$ cat config.mk
export PLATFORM = sky130hd
export DESIGN_NAME = gray_seq_ctrl
export DESIGN_NICKNAME = d
export VERILOG_FILES = /design/src/rtl/gray_seq_ctrl.sv
export SDC_FILE = /design/constraint.sdc
export NUM_CORES = 1
export LEC_CHECK = 0
export ABC_CLOCK_PERIOD_IN_PS = 1790
export BUFFER_PORTS_ARGS = -buffer_cell sky130_fd_sc_hd__buf_2
export CORE_MARGIN = 2
export CORE_UTILIZATION = 44
export CTS_BUF_LIST = sky130_fd_sc_hd__clkbuf_16
export CTS_CLUSTER_DIAMETER = 60
export CTS_CLUSTER_SIZE = 20
export DETAILED_ROUTE_END_ITERATION = 10
export PLACE_DENSITY = 0.72
export SYNTH_ARGS = -nofsm -noshare
export SYNTH_HDL_FRONTEND = slang
export SYNTH_SLANG_ARGS = --single-unit
$ cat constraint.sdc
create_clock -name clk -period 1.79 [get_ports clk]
set_clock_uncertainty 0.05 [all_clocks]
set_input_delay 0.179 -clock clk [delete_from_list [all_inputs] [get_ports clk]]
set_output_delay 0.179 -clock clk [all_outputs]
set_load 0.01 [all_outputs]
$ cat src/rtl/gray_seq_ctrl.sv
// gray_seq_ctrl: walks a binary counter up or down from a programmed start value
// for a programmed number of steps. Each value is presented in Gray code on a
// valid/ready stream, so every accepted code differs from the previous one in
// exactly one bit.
//
// Ports:
//   clk, rst_n    clock (rising edge) and asynchronous active-low reset
//   start         pulse that begins a sequence; sampled only while idle
//   up            direction latched at start (1 = increment, 0 = decrement)
//   start_val     binary start value latched at start
//   count         number of codes to emit, latched at start (0 gives done only)
//   abort         ends an active sequence without a done pulse
//   out_ready     consumer accepts the current code
//   out_valid     gray_out/bin_out hold a valid code
//   gray_out      Gray code of the binary counter register
//   bin_out       binary counter register
//   busy          high while a sequence is running
//   done          one-cycle pulse when a sequence completes normally
//   wrap          one-cycle pulse in the cycle a wrapped value first appears
module gray_seq_ctrl #(
    parameter int unsigned WIDTH = 3,
    parameter int unsigned CNT_W = WIDTH + 1
) (
    input  logic             clk,
    input  logic             rst_n,
    input  logic             start,
    input  logic             up,
    input  logic [WIDTH-1:0] start_val,
    input  logic [CNT_W-1:0] count,
    input  logic             abort,
    input  logic             out_ready,
    output logic             out_valid,
    output logic [WIDTH-1:0] gray_out,
    output logic [WIDTH-1:0] bin_out,
    output logic             busy,
    output logic             done,
    output logic             wrap
);

    typedef enum logic [0:0] {
        IDLE = 1'b0,
        RUN  = 1'b1
    } state_t;

    state_t           state;
    logic [WIDTH-1:0] bin;
    logic [CNT_W-1:0] remaining;
    logic             dir;

    // Gray code is decoded from the counter register alone, so it changes only
    // when bin changes and inherits bin's hold behaviour under backpressure.
    assign gray_out = bin ^ (bin >> 1);
    assign bin_out  = bin;

    // Sequencer: state, counter and all status outputs in one registered block.
    always_ff @(posedge clk or negedge rst_n) begin
        if (!rst_n) begin
            state     <= IDLE;
            bin       <= '0;
            remaining <= '0;
            dir       <= 1'b0;
            out_valid <= 1'b0;
            busy      <= 1'b0;
            done      <= 1'b0;
            wrap      <= 1'b0;
        end else begin
            // Pulses default low every cycle.
            done <= 1'b0;
            wrap <= 1'b0;
            if (state == IDLE) begin
                if (start) begin
                    if (count != '0) begin
                        bin       <= start_val;
                        remaining <= count;
                        dir       <= up;
                        state     <= RUN;
                        out_valid <= 1'b1;
                        busy      <= 1'b1;
                    end else begin
                        // Empty sequence completes immediately.
                        done <= 1'b1;
                    end
                end
            end else begin
                // out_valid is always high in RUN, so out_ready alone marks a
                // transfer. Abort takes priority over any same-cycle transfer.
                if (abort) begin
                    state     <= IDLE;
                    out_valid <= 1'b0;
                    busy      <= 1'b0;
                end else if (out_ready) begin
                    if (remaining == CNT_W'(1)) begin
                        // Last code accepted: bin keeps the last emitted value.
                        state     <= IDLE;
                        out_valid <= 1'b0;
                        busy      <= 1'b0;
                        done      <= 1'b1;
                    end else begin
                        remaining <= remaining - CNT_W'(1);
                        if (dir) begin
                            bin  <= bin + WIDTH'(1);
                            wrap <= (bin == '1);
                        end else begin
                            bin  <= bin - WIDTH'(1);
                            wrap <= (bin == '0);
                        end
                    end
                end
            end
        end
    end

endmodule

==> summary.md <==
| Metric | Value |
|---|---|
| Worst reg2reg startpoint | `remaining[1]$_DFFE_PN0P_` |
| Vias in the first global route | `650` |
| Met2 usage | `30.0%` |
| Full die area | `0.00211 mm²` |
| DRT Pass-1 Iters | `4` |
| Hpwl dp | `1340 µm` |
| Clock sink count | `12` |
| Placed standard-cell area | `921 µm²` |
| Area Growth Syn to Fin | `33.8%` |
| GR peak layer | `met2` |
| H-tree levels | `1` |
| Sequential area share after synthesis | `38.8%` |
| Drt initial violations | `9` |
| Synthesized area per cell | `9.33 µm²` |
| Vias per inst | `5.58` |
| Final weighted congestion in routability-driven placement | `0.782` |
| Slew HR | `77.5%` |
| Die width | `46.0 µm` |
| CTS max path bufs | `2` |
| PnR Total Power | `1.61 mW` |
| DR vias | `714` |
| Synth Flop Type | `dfrtp_1` |
| Leak | `0.509 nW` |
| Post-Syn Area | `774 µm²` |
| Met3 usage | `4.76%` |
| Status | `finished, final reports clean` |
| Max VDD drop | `0.000781 V` |
| RSZ-0062 raised after global routing | `false` |
| Max Fclk | `0.595 GHz` |
| Ratio of cells with drive above 1 in the final layout | `35.1%` |
| # DRC | `0` |
| Initial antenna violation count | `0` |
| Asr flop ratio synth | `100%` |
| Tightest Pin Transition | `0.335 ns` |
| Post-layout nets | `130` |
| Grt ovf | `0` |
| EDFF count, synth | `0` |
| Worst-Skew Late Latency | `0.24 ns` |
| Critical Path RT | `1.90 ns` |
| Flop2flop setup slack | `0.11 ns` |
| Tcrit/Tclk final | `94.0%` |
| Total Wirelength | `1850 µm` |
| Routed length per instance | `14.5 µm` |
| Gate Count Post-Synth | `83` |
| Ant. Diodes | `0` |
| Final Hold Viols | `0` |
| I/O Buffers | `22` |
| Count of final setup violators | `0` |
| Core area | `0.00169 mm²` |
| Hold path start | `up` |
| Worst R2R End | `remaining[3]$_DFFE_PN0P_` |
| Synthesis warning total | `0` |
| Met1 Resource Use GR | `23.8%` |
| Antenna viol nets, final | `0` |
| Power density cells | `1560 mW/mm²` |
| Hold Path Sink | `dir$_DFFE_PN0P_` |
| Reg2reg path depth | `7` |
| Arrival @ worst endpoint | `1.79 ns` |
| Total global-route track usage | `19.3%` |
| Hold WC Path Type | `input pin to flip-flop` |
| Post-route cell area | `0.00104 mm²` |
| Setup TNS | `0 ns` |
| Final worst path period need | `1.68 ns` |
| Io pins | `23` |
| Setup bufs post-CTS | `0` |
| CTS tree | `yes` |
| Slew Viols, Final | `0` |
| Largest net degree at the start of global routing | `15` |
| Worst setup EP type | `flip-flop` |
| Clk root buf | `clkbuf_16` |
| Clk pin slew, worst setup/hold paths | `0.04 ns` |
| Critical path launch point type | `flip-flop` |
| Num CTS Buffers | `3` |
| Die height | `46.0 µm` |
| Crit Path Max Fanout | `4` |
| Worst slack, placed | `-0.0187 ns` |
| Final critical-path setup slack | `0.108 ns` |
| Synthesized flop and latch total | `12` |
| Worst Hold Path Cells | `3` |
| Setup CP Type | `flip-flop to flip-flop` |
| Max Cap Viol | `0` |
| First-pass GRT wire length | `2830 µm` |
| FP Rows | `15` |
| Syn Nets | `101` |
| Synth unique cells | `28` |
| Finished Core Util | `61.3%` |
| Starting density of the core | `45.9%` |
-- report_power, final --
| part | internal (mW) | switching, mW |
|---|---|---|
| Combinational | 0.347 | 0.357 |
| Sequential | 0.365 | 0.125 |
| Clock | 0.295 | 0.125 |
-- worst max-delay path, stage by stage (launching register included) --
cell	delay, ns
dfrtp_1	0.39
inv_2	0.08
ha_4	0.14
or3b_4	0.43
a22oi_4	0.21
buf_4	0.15
a22oi_1	0.05
o21ai_0	0.09
-- what timing repair did --
item	in CTS	in global routing
pin swaps	0	1
resized for setup	1	6
hold endpoints to repair	12	0
hold buffers	1	0
endpoints found under the setup margin	2	4
-- logic make-up (layout without fill, tap and decap cells) --
group	count (synthesis)	in the layout	synth area share (%)
compound gates	21	21	18.4
fa+ha+maj	5	5	9.05
mux	4	4	5.33
simple gates	24	24	15.5
buf+inv	12	40	7.27
xor+xnor	5	5	5.66
flops	12	12	38.8
-- worst max path at each step --
stage,startpoint,endpoint,cells after the start
floorplan,remaining[1]$_DFFE_PN0P_,bin_out[0]$_DFFE_PN0P_,6
global placement,remaining[1]$_DFFE_PN0P_,bin_out[0]$_DFFE_PN0P_,6
detailed placement,remaining[1]$_DFFE_PN0P_,bin_out[0]$_DFFE_PN0P_,6
CTS,remaining[1]$_DFFE_PN0P_,remaining[0]$_DFFE_PN0P_,6
global route,remaining[1]$_DFFE_PN0P_,remaining[3]$_DFFE_PN0P_,7
finish,remaining[1]$_DFFE_PN0P_,remaining[3]$_DFFE_PN0P_,7
-- sequential cells by signal (all words and copies together), names as in the netlist --
signal,count
bin_out,3
busy,1
dir,1
done,1
remaining,4
state,1
wrap,1
-- synthesized netlist by cell type (2+ instances only) --
master,number,area [µm²]
dfrtp_1,12,300
nand2_1,9,33.8
o21ai_0,8,40.0
inv_1,7,26.3
a21oi_1,5,25.0
ha_1,4,50.1
nand3_1,4,20.0
nor2_1,4,15.0
buf_2,3,15.0
mux2i_1,3,30.0
xnor2_1,3,26.3
a221o_1,2,20.0
a31oi_1,2,12.5
buf_4,2,15.0
xor2_1,2,17.5
-- final cells by class --
cell class,count,area (µm²)
multi-input cells,59,440
inverters,7,26.3
clock inverters,1,3.75
repair buffers,29,169
clock buffers,3,75.1
fillers,132,653
flip-flops and latches,12,300
well taps,17,21.3
-- metrics by stage --
stage | std cells | hold slack [ns]
after floorplan | 83 | -0.167
after global placement | 123 | 0.0243
after detailed placement | 123 | 0.0253
after CTS | 128 | 0.101
after global routing | 128 | 0.123
final | 128 | 0.0960
-- cells in the final DEF, fill, tap and decap left out --
cell type	instances
nand2_1	8
o22a_1	1
xor2_1	2
a21o_1	1
nor2b_1	1
buf_4	5
mux2_2	1
buf_2	22
nand2_4	1
nand2b_1	1
ha_4	1
or3b_4	1
fa_1	1
nand3_1	4
clkinv_1	1
ha_1	3
a221o_1	2
or4_1	1
nor2_1	4
a22oi_4	1
xnor2_1	3
and2_2	1
nor3_1	1
dlygate4sd3_1	1
inv_1	6
a31oi_1	2
and3b_2	1
inv_2	1
a21oi_1	5
mux2i_1	3
o21ai_0	8
a22oi_1	1
clkbuf_16	3
buf_6	1
dfrtp_1	12
-- per-layer routing --
layer	routed length, µm	up-vias
met4	70	0
met1	778	334
li1	-	340
met2	919	31
met5	0	-
met3	86	9
Note: power is estimated with default switching activity, not from simulation.
